`src/rtl/capi_sched_pkg.sv`:
```
// Shared types and widths for the CAPI command scheduler: FSM states and the
// command/response records carried between AFU engines and the PSL.
package capi_sched_pkg;

    localparam int TAG_W  = 8;
    localparam int COM_W  = 13;
    localparam int EA_W   = 64;
    localparam int SIZE_W = 12;
    localparam int CODE_W = 8;

    typedef enum logic [1:0] {
        IDLE  = 2'd0,
        RUN   = 2'd1,
        DRAIN = 2'd2
    } state_t;

    typedef struct packed {
        logic [COM_W-1:0]  com;
        logic [EA_W-1:0]   ea;
        logic [SIZE_W-1:0] size;
    } command_t;

    typedef struct packed {
        logic [TAG_W-1:0]  tag;
        logic [CODE_W-1:0] code;
    } response_t;

endpackage

```
`src/rtl/capi_cmd_scheduler_arbiter.sv`:
```
// Round-robin arbiter: searches from the pointer upward, grants at most one
// requester per cycle and moves the pointer past the winner on advance.
module rr_arbiter #(
    parameter int NUM_REQ = 4,
    parameter int IDX_W   = $clog2(NUM_REQ)
) (
    input  logic               clock,
    input  logic               reset,
    input  logic [NUM_REQ-1:0] req,
    input  logic               enable,
    input  logic               advance,
    output logic [NUM_REQ-1:0] grant,
    output logic [IDX_W-1:0]   grant_idx
);

    logic [IDX_W-1:0] ptr_q;
    logic [IDX_W-1:0] cand;
    logic             found;
    int               sum;

    always_comb begin
        grant     = '0;
        grant_idx = '0;
        found     = 1'b0;
        cand      = '0;
        sum       = 0;
        for (int i = 0; i < NUM_REQ; i++) begin
            sum = int'(ptr_q) + i;
            if (sum >= NUM_REQ) begin
                sum = sum - NUM_REQ;
            end
            cand = IDX_W'(sum);
            if (enable && !found && req[cand]) begin
                found       = 1'b1;
                grant[cand] = 1'b1;
                grant_idx   = cand;
            end
        end
    end

    always_ff @(posedge clock or posedge reset) begin
        if (reset) begin
            ptr_q <= '0;
        end else if (advance) begin
            ptr_q <= (grant_idx == IDX_W'(NUM_REQ - 1)) ? '0 : grant_idx + IDX_W'(1);
        end
    end

endmodule

```
`src/rtl/capi_cmd_scheduler.sv`:
```
// Shares the PSL command interface among NUM_REQ engines: round-robin grant,
// tag allocation, credit tracking and routing of responses back to the issuer.
module capi_cmd_scheduler
    import capi_sched_pkg::*;
#(
    parameter int NUM_REQ  = 4,
    parameter int NUM_TAGS = 32,
    parameter int CREDIT_W = 8
) (
    input  logic                        clock,
    input  logic                        reset,
    input  logic                        start,
    input  logic                        stop,
    input  logic [7:0]                  croom,
    input  logic [NUM_REQ-1:0]          req_valid,
    output logic [NUM_REQ-1:0]          req_ready,
    input  logic [NUM_REQ*COM_W-1:0]    req_com,
    input  logic [NUM_REQ*EA_W-1:0]     req_ea,
    input  logic [NUM_REQ*SIZE_W-1:0]   req_size,
    output logic                        cmd_valid,
    output logic [TAG_W-1:0]            cmd_tag,
    output logic [COM_W-1:0]            cmd_com,
    output logic [EA_W-1:0]             cmd_ea,
    output logic [SIZE_W-1:0]           cmd_size,
    input  logic                        rsp_valid,
    input  logic [TAG_W-1:0]            rsp_tag,
    input  logic [CODE_W-1:0]           rsp_code,
    output logic [NUM_REQ-1:0]          rsp_out_valid,
    output logic [TAG_W-1:0]            rsp_out_tag,
    output logic [CODE_W-1:0]           rsp_out_code,
    output logic [CREDIT_W-1:0]         credits,
    output logic [$clog2(NUM_TAGS):0]   outstanding,
    output logic                        busy,
    output logic                        tag_err,
    output state_t                      state_dbg
);

    localparam int TIDX_W = $clog2(NUM_TAGS);
    localparam int OUT_W  = $clog2(NUM_TAGS) + 1;
    localparam int REQ_W  = $clog2(NUM_REQ);

    state_t state_q, state_nxt;

    logic [CREDIT_W-1:0] credits_q, credits_nxt;
    logic [OUT_W-1:0]    outstanding_q, outstanding_nxt;
    logic [NUM_TAGS-1:0] tag_busy_q, tag_busy_nxt;
    logic [REQ_W-1:0]    tag_owner_q [NUM_TAGS];
    logic                tag_err_q;

    logic [TIDX_W-1:0]   free_idx;
    logic                free_found;
    logic                issue_ok;
    logic                grant_fire;
    logic [NUM_REQ-1:0]  grant;
    logic [REQ_W-1:0]    grant_idx;
    logic                start_accept;

    logic                rsp_in_range;
    logic [TIDX_W-1:0]   rsp_idx;
    logic                rsp_hit;
    logic                rsp_bad;
    logic [NUM_REQ-1:0]  rsp_owner_onehot;

    command_t            sel_cmd, cmd_q;
    logic                cmd_valid_q;
    logic [TAG_W-1:0]    cmd_tag_q;
    response_t           rsp_q;
    logic [NUM_REQ-1:0]  rsp_out_valid_q;

    // Requester handshake: an engine raises req_valid and holds it with stable
    // com/ea/size until req_ready is seen high in the same cycle; that cycle
    // is the transfer, and req_ready is never high without req_valid.
    assign issue_ok     = (state_q == RUN) && !stop && (credits_q != '0) && free_found;
    assign grant_fire   = |grant;
    assign start_accept = (state_q == IDLE) && start;

    rr_arbiter #(
        .NUM_REQ (NUM_REQ),
        .IDX_W   (REQ_W)
    ) u_arb (
        .clock     (clock),
        .reset     (reset),
        .req       (req_valid),
        .enable    (issue_ok),
        .advance   (grant_fire),
        .grant     (grant),
        .grant_idx (grant_idx)
    );

    // Lowest-index free tag wins; scanning downward leaves the lowest one last.
    always_comb begin
        free_found = 1'b0;
        free_idx   = '0;
        for (int t = NUM_TAGS - 1; t >= 0; t--) begin
            if (!tag_busy_q[t]) begin
                free_found = 1'b1;
                free_idx   = TIDX_W'(t);
            end
        end
    end

    always_comb begin
        sel_cmd = '0;
        for (int i = 0; i < NUM_REQ; i++) begin
            if (grant[i]) begin
                sel_cmd.com  = req_com[i*COM_W +: COM_W];
                sel_cmd.ea   = req_ea[i*EA_W +: EA_W];
                sel_cmd.size = req_size[i*SIZE_W +: SIZE_W];
            end
        end
    end

    assign rsp_in_range = ({1'b0, rsp_tag} < 9'(NUM_TAGS));
    assign rsp_idx      = rsp_tag[TIDX_W-1:0];
    assign rsp_hit      = rsp_valid && (state_q != IDLE) && rsp_in_range && tag_busy_q[rsp_idx];
    assign rsp_bad      = rsp_valid && !rsp_hit;

    always_comb begin
        rsp_owner_onehot = '0;
        for (int i = 0; i < NUM_REQ; i++) begin
            if (tag_owner_q[rsp_idx] == REQ_W'(i)) begin
                rsp_owner_onehot[i] = 1'b1;
            end
        end
    end

    // A grant and a returning response in the same cycle cancel out.
    always_comb begin
        credits_nxt     = credits_q;
        outstanding_nxt = outstanding_q;
        tag_busy_nxt    = tag_busy_q;
        if (grant_fire) begin
            tag_busy_nxt[free_idx] = 1'b1;
        end
        if (rsp_hit) begin
            tag_busy_nxt[rsp_idx] = 1'b0;
        end
        case ({grant_fire, rsp_hit})
            2'b10: begin
                credits_nxt     = credits_q - CREDIT_W'(1);
                outstanding_nxt = outstanding_q + OUT_W'(1);
            end
            2'b01: begin
                if (credits_q != '1) begin
                    credits_nxt = credits_q + CREDIT_W'(1);
                end
                outstanding_nxt = outstanding_q - OUT_W'(1);
            end
            default: ;
        endcase
        if (start_accept) begin
            credits_nxt = CREDIT_W'(croom);
        end
    end

    always_comb begin
        state_nxt = state_q;
        case (state_q)
            IDLE: begin
                if (start) begin
                    state_nxt = RUN;
                end
            end
            RUN: begin
                if (stop) begin
                    state_nxt = (outstanding_nxt == '0) ? IDLE : DRAIN;
                end
            end
            DRAIN: begin
                if (outstanding_nxt == '0) begin
                    state_nxt = IDLE;
                end
            end
            default: state_nxt = IDLE;
        endcase
    end

    always_ff @(posedge clock or posedge reset) begin
        if (reset) begin
            state_q <= IDLE;
        end else begin
            state_q <= state_nxt;
        end
    end

    always_ff @(posedge clock or posedge reset) begin
        if (reset) begin
            credits_q       <= '0;
            outstanding_q   <= '0;
            tag_busy_q      <= '0;
            tag_err_q       <= 1'b0;
            cmd_valid_q     <= 1'b0;
            cmd_tag_q       <= '0;
            cmd_q           <= '0;
            rsp_q           <= '0;
            rsp_out_valid_q <= '0;
            for (int t = 0; t < NUM_TAGS; t++) begin
                tag_owner_q[t] <= '0;
            end
        end else begin
            credits_q     <= credits_nxt;
            outstanding_q <= outstanding_nxt;
            tag_busy_q    <= tag_busy_nxt;
            cmd_valid_q   <= grant_fire;
            if (grant_fire) begin
                cmd_tag_q             <= TAG_W'(free_idx);
                cmd_q                 <= sel_cmd;
                tag_owner_q[free_idx] <= grant_idx;
            end
            if (rsp_hit) begin
                rsp_out_valid_q <= rsp_owner_onehot;
                rsp_q.tag       <= rsp_tag;
                rsp_q.code      <= rsp_code;
            end else begin
                rsp_out_valid_q <= '0;
            end
            if (rsp_bad) begin
                tag_err_q <= 1'b1;
            end else if (start_accept) begin
                tag_err_q <= 1'b0;
            end
        end
    end

    assign req_ready     = grant;
    assign cmd_valid     = cmd_valid_q;
    assign cmd_tag       = cmd_tag_q;
    assign cmd_com       = cmd_q.com;
    assign cmd_ea        = cmd_q.ea;
    assign cmd_size      = cmd_q.size;
    assign rsp_out_valid = rsp_out_valid_q;
    assign rsp_out_tag   = rsp_q.tag;
    assign rsp_out_code  = rsp_q.code;
    assign credits       = credits_q;
    assign outstanding   = outstanding_q;
    assign busy          = (state_q != IDLE);
    assign tag_err       = tag_err_q;
    assign state_dbg     = state_q;

endmodule
```
`config.mk`:
```
export PLATFORM = sky130hd
export DESIGN_NAME = capi_cmd_scheduler
export DESIGN_NICKNAME = d
export VERILOG_FILES = /design/src/rtl/capi_sched_pkg.sv /design/src/rtl/capi_cmd_scheduler_arbiter.sv /design/src/rtl/capi_cmd_scheduler.sv
export SDC_FILE = /design/constraint.sdc
export NUM_CORES = 1
export LEC_CHECK = 0
export BUFFER_PORTS_ARGS = -buffer_cell sky130_fd_sc_hd__buf_2
export CORE_AREA = 5 5 201 203
export CTS_BUF_LIST = sky130_fd_sc_hd__clkbuf_4 sky130_fd_sc_hd__clkbuf_8
export DETAILED_ROUTE_END_ITERATION = 16
export DIE_AREA = 0 0 206 208
export GPL_TIMING_DRIVEN = 0
export PLACE_DENSITY_LB_ADDON = 0.25
export SYNTH_ARGS = -nofsm -noshare
export SYNTH_HDL_FRONTEND = slang
export SYNTH_SLANG_ARGS = --single-unit
export TNS_END_PERCENT = 100
```
`constraint.sdc`:
```
create_clock -name clock -period 13.25 [get_ports clock]
set_input_delay 2.65 -clock clock [delete_from_list [all_inputs] [get_ports clock]]
set_output_delay 2.65 -clock clock [all_outputs]
set_load 0.005 [all_outputs]
```
==> impl.org <==
** Timing
- Final worst clock skew :: 0.0303 ns
- Max-Slew Margin vs Limit :: 0.245
- Setup violations remaining at the end of the flow were counted as 0.
- Crit path time final :: 8.98 ns
- Max Freq :: 111 MHz
- Hold violation count in the final report :: 0
- The number of pins exceeding their max-slew limit in the final report came to 0.
- For the pin with the worst max-slew slack, the measured transition is 1.13 ns.
- Post-route setup TNS :: 0 ns
- Setup repair after global routing missed its margin :: no
- Final clock period utilization by the worst path :: 0.677

** Clock network
- Num Clock Sinks :: 230
- Number of H-tree levels :: 2
- The tree is rooted in a clkbuf_8.
- Cts-stage hold buffer count :: 0
- Largest buffer count on any clock path :: 3
- Post-cts sizing count :: 0
- CTS buffer count :: 44
- TritonCTS built the clock tree.
- Clock insertion delay at the later pin of the skew report :: 0.60 ns
- Clock-pin slew of the registers on the worst-case setup and hold paths :: 0.05 ns
- Number of post-CTS setup repair buffers :: 0

** Global routing
- Via count of the first global-routing pass :: 13739
- Wire length of the first global-routing pass :: 89.4 mm
- Across every metal layer, demand over resource in global routing totals 0.277.
- Final global-route overflow total :: 0
- Largest net degree at the start of global routing :: 120
- The initial antenna violation count is 25.

** Worst setup path
- Type of the setup path with the least slack :: input pin to output pin
- The worst setup path is launched from an input pin.
- Setup slack on the worst reg-to-reg path comes out at 8.22 ns.
- STA classifies the critical path endpoint as an output pin.
- Data arrival time of the critical path :: 6.33 ns
- Along the worst path, the maximum fanout reaches 10.
- Critical path's largest stage delay :: 0.59 ns
- Together, buffers and inverters on the worst path number 6.
- The signal on the critical path passes through buf_2, mux4_2, o211a_1, a2111oi_4, buf_2, clkbuf_1, clkbuf_1, clkbuf_1, buf_2.
- Slowest-stage cell, CP :: clkbuf_1
- Crit path max-delay family :: buffers and inverters
- At the worst endpoint, the required time is 10.60 ns.

** Die
- Pin placement for this block handled 529 I/O pins.
- After floorplanning, the core was divided into 72 placement rows.
- Horizontal die dimension :: 206 um
- Overall die area :: 0.0428 mm2
- For this configuration, the core starts out at a cell density of 0.334.
- From bottom edge to top edge, the die measures 208 um.
- The floorplan step defined a core boundary enclosing 0.0383 mm2.

** Pwr
- Of the total power, the share spent switching nets is 0.416.
- Static Leak :: 8.19 nW
- The internal portion of the total power is 0.00198 W.
- Cell Pwr Density :: 199 mW/mm2
- Share of power burned in the clock network :: 0.228
- Power comes to 0.00339 W.
- Part of the total power dissipated in combinational logic :: 0.446
- Peak ir drop on the vdd network :: 0.0788 mV
- The share of total power dissipated in sequential elements is 0.326.
- The analysis attributes to net switching a power of 0.00141 W.

** Min path
- In this run the worst hold path is classified as flop to flop.

** Yosys
- Counting flops with a built-in enable in the synthesized netlist gives 0.
- Synthesized area :: 0.0128 mm2
- Commonest cells post-synth :: dfrtp_1, o21ai_0, a22oi_1
- Yosys printed 0 warnings.
- The share of synthesized area in the top cell type comes to 0.450.
- Total of flip-flops plus latches after synthesis :: 230
- The average instance in the mapped netlist occupies 10.4 um2.
- Synth area leader :: dfrtp_1
- Yosys mapped the design onto 79 distinct sky130hd cell types.
- After synthesis, the share of flip-flops with an asynchronous set or reset is 1.00.
- Ranked by total cell area, the synthesized netlist is headed by dfrtp_1, o21ai_0, a221o_1.
- Synthesis handed over a netlist of 1231 instances.
- For this run, the register share of the synthesized area comes to 0.450.
- Among all cell types in the netlist, the one instantiated most often is dfrtp_1.
- Top_reg_cell synth :: dfrtp_1

** Routing
- Dividing the detail-routed wire length by the instance count gives 26.4 um.
- Dividing the detail-routed via count by the number of cells gives 5.65.
- After detailed routing, the number of remaining DRC violations is 0.
- The count of nets left with antenna violations once routing finished came out at 0.
- Total wirelength of the detailed-routed design :: 62.6 mm
- For this block, the initial DRC count from the detailed router was 1061.
- Vias post-DR :: 13375
- The first detailed-routing pass took 6 iterations.

** Finish
- Post-layout net count :: 2201
- Compared with the post-synthesis result, the final layout area differs by 33.8%.
- Design area :: 0.0171 mm2
- Of the cells placed in the final design, the portion with a size suffix greater than 1 is 0.405.
- Counting the fill cells in the layout gives 3802.
- The sequential cells in the finished layout cover a total of 0.00576 mm2.
- Multi-input combinational cell area :: 0.00651 mm2
- At the end of the flow the core is filled with cells to 0.446.

** Place
- Port-buffer cells :: 523
- At the end of routability-driven placement, the weighted congestion stood at 0.998.
- Summing all placed instances gives a cell area of 0.0161 mm2.
- Detailed-placement wirelength estimate :: 49.5 mm

** Run status
- Run status :: finished clean

** Job
- Max-cap violations in this run came to 0.
## worst register-to-register path: cells and delay by family, from the launching register on
kind | cells | cell delay [ns]
fa+ha+maj | 1 | 0.30
flops | 1 | 0.49
compound gates | 2 | 0.68
simple gates | 1 | 0.22
mux | 1 | 0.62
buf+inv | 7 | 2.59
## cell type report
type | count | share of cell area
tap | 518 | 0.0379
sequential | 230 | 0.337
antenna | 18 | 0.00264
clock buffer | 66 | 0.0491
clock inverter | 10 | 0.00710
buffer | 103 | 0.0246
timing repair buffer | 524 | 0.155
inverter | 25 | 0.00593
multi-input combinational | 875 | 0.381
## power groups by stage
stage | Combinational, W | Clock, W | Sequential (W)
after floorplan | 0.000836 | 0 | 0.00109
after global placement | 0.00148 | 0 | 0.00110
after detailed placement | 0.00150 | 0 | 0.00111
after CTS | 0.00150 | 0.000790 | 0.00110
after global routing | 0.00163 | 0.000822 | 0.00113
final | 0.00151 | 0.000772 | 0.00111
## cell usage in the layout, fill, tap and decap left out, types with 27 or more instances in the layout
master	count
a221o_1	90
a22oi_1	101
buf_2	538
clkbuf_1	70
clkbuf_8	55
dfrtp_1	230
mux2_2	69
mux4_2	27
nand2_1	97
nor2_1	43
o21ai_0	198
## cell families after synthesis
kind of cell	share of synthesized area
other cells	0.000294
flops	0.450
buf+inv	0.0403
compound gates	0.267
mux	0.124
xor+xnor	0.00480
simple gates	0.104
fa+ha+maj	0.00881
## through the flow
| step | worst slack, ns | instances | hold WS (ns) |
|---|---|---|---|
| after floorplan | 4.30 | 1233 | 0.463 |
| after global placement | 1.28 | 2274 | 0.450 |
| after detailed placement | 4.34 | 2275 | 0.451 |
| after CTS | 4.34 | 2351 | 0.463 |
| after global routing | 4.15 | 2364 | 0.479 |
| final | 4.27 | 2369 | 0.456 |
## final timing paths
check,cells after the start,end,startpoint
max,9,req_ready[3],req_valid[2]
min,2,rsp_out_tag[2]$_DFFE_PP0P_,rsp_out_tag[2]$_DFFE_PP0P_
max reg2reg,12,cmd_com[10]$_DFFE_PP0P_,u_arb.ptr_q[0]$_DFFE_PP0P_
min reg2reg,2,rsp_out_tag[2]$_DFFE_PP0P_,rsp_out_tag[2]$_DFFE_PP0P_
max in group asynchronous,3,tag_owner_q[58]$_DFFE_PP0P_,reset
min in group asynchronous,2,rsp_out_code[6]$_DFFE_PP0P_,reset
## flip-flops by register name, summed over array words and instances (netlist names)
signal,count
outstanding,6
state_dbg,2
cmd_valid,1
tag_owner_q,64
cmd_size,12
rsp_out_tag,8
cmd_ea,64
tag_err,1
rsp_out_code,8
u_arb.ptr_q,2
cmd_com,13
rsp_out_valid,4
credits,8
tag_busy_q,32
cmd_tag,5
## routing by layer
layer	up-vias	track usage	part of all wire
li1	5928	-	-
met1	6607	0.336	0.39
met2	666	0.448	0.47
met3	162	0.0797	0.088
met4	12	0.139	0.050
met5	-	0	0.0015
(Power assumes the default switching activity.)
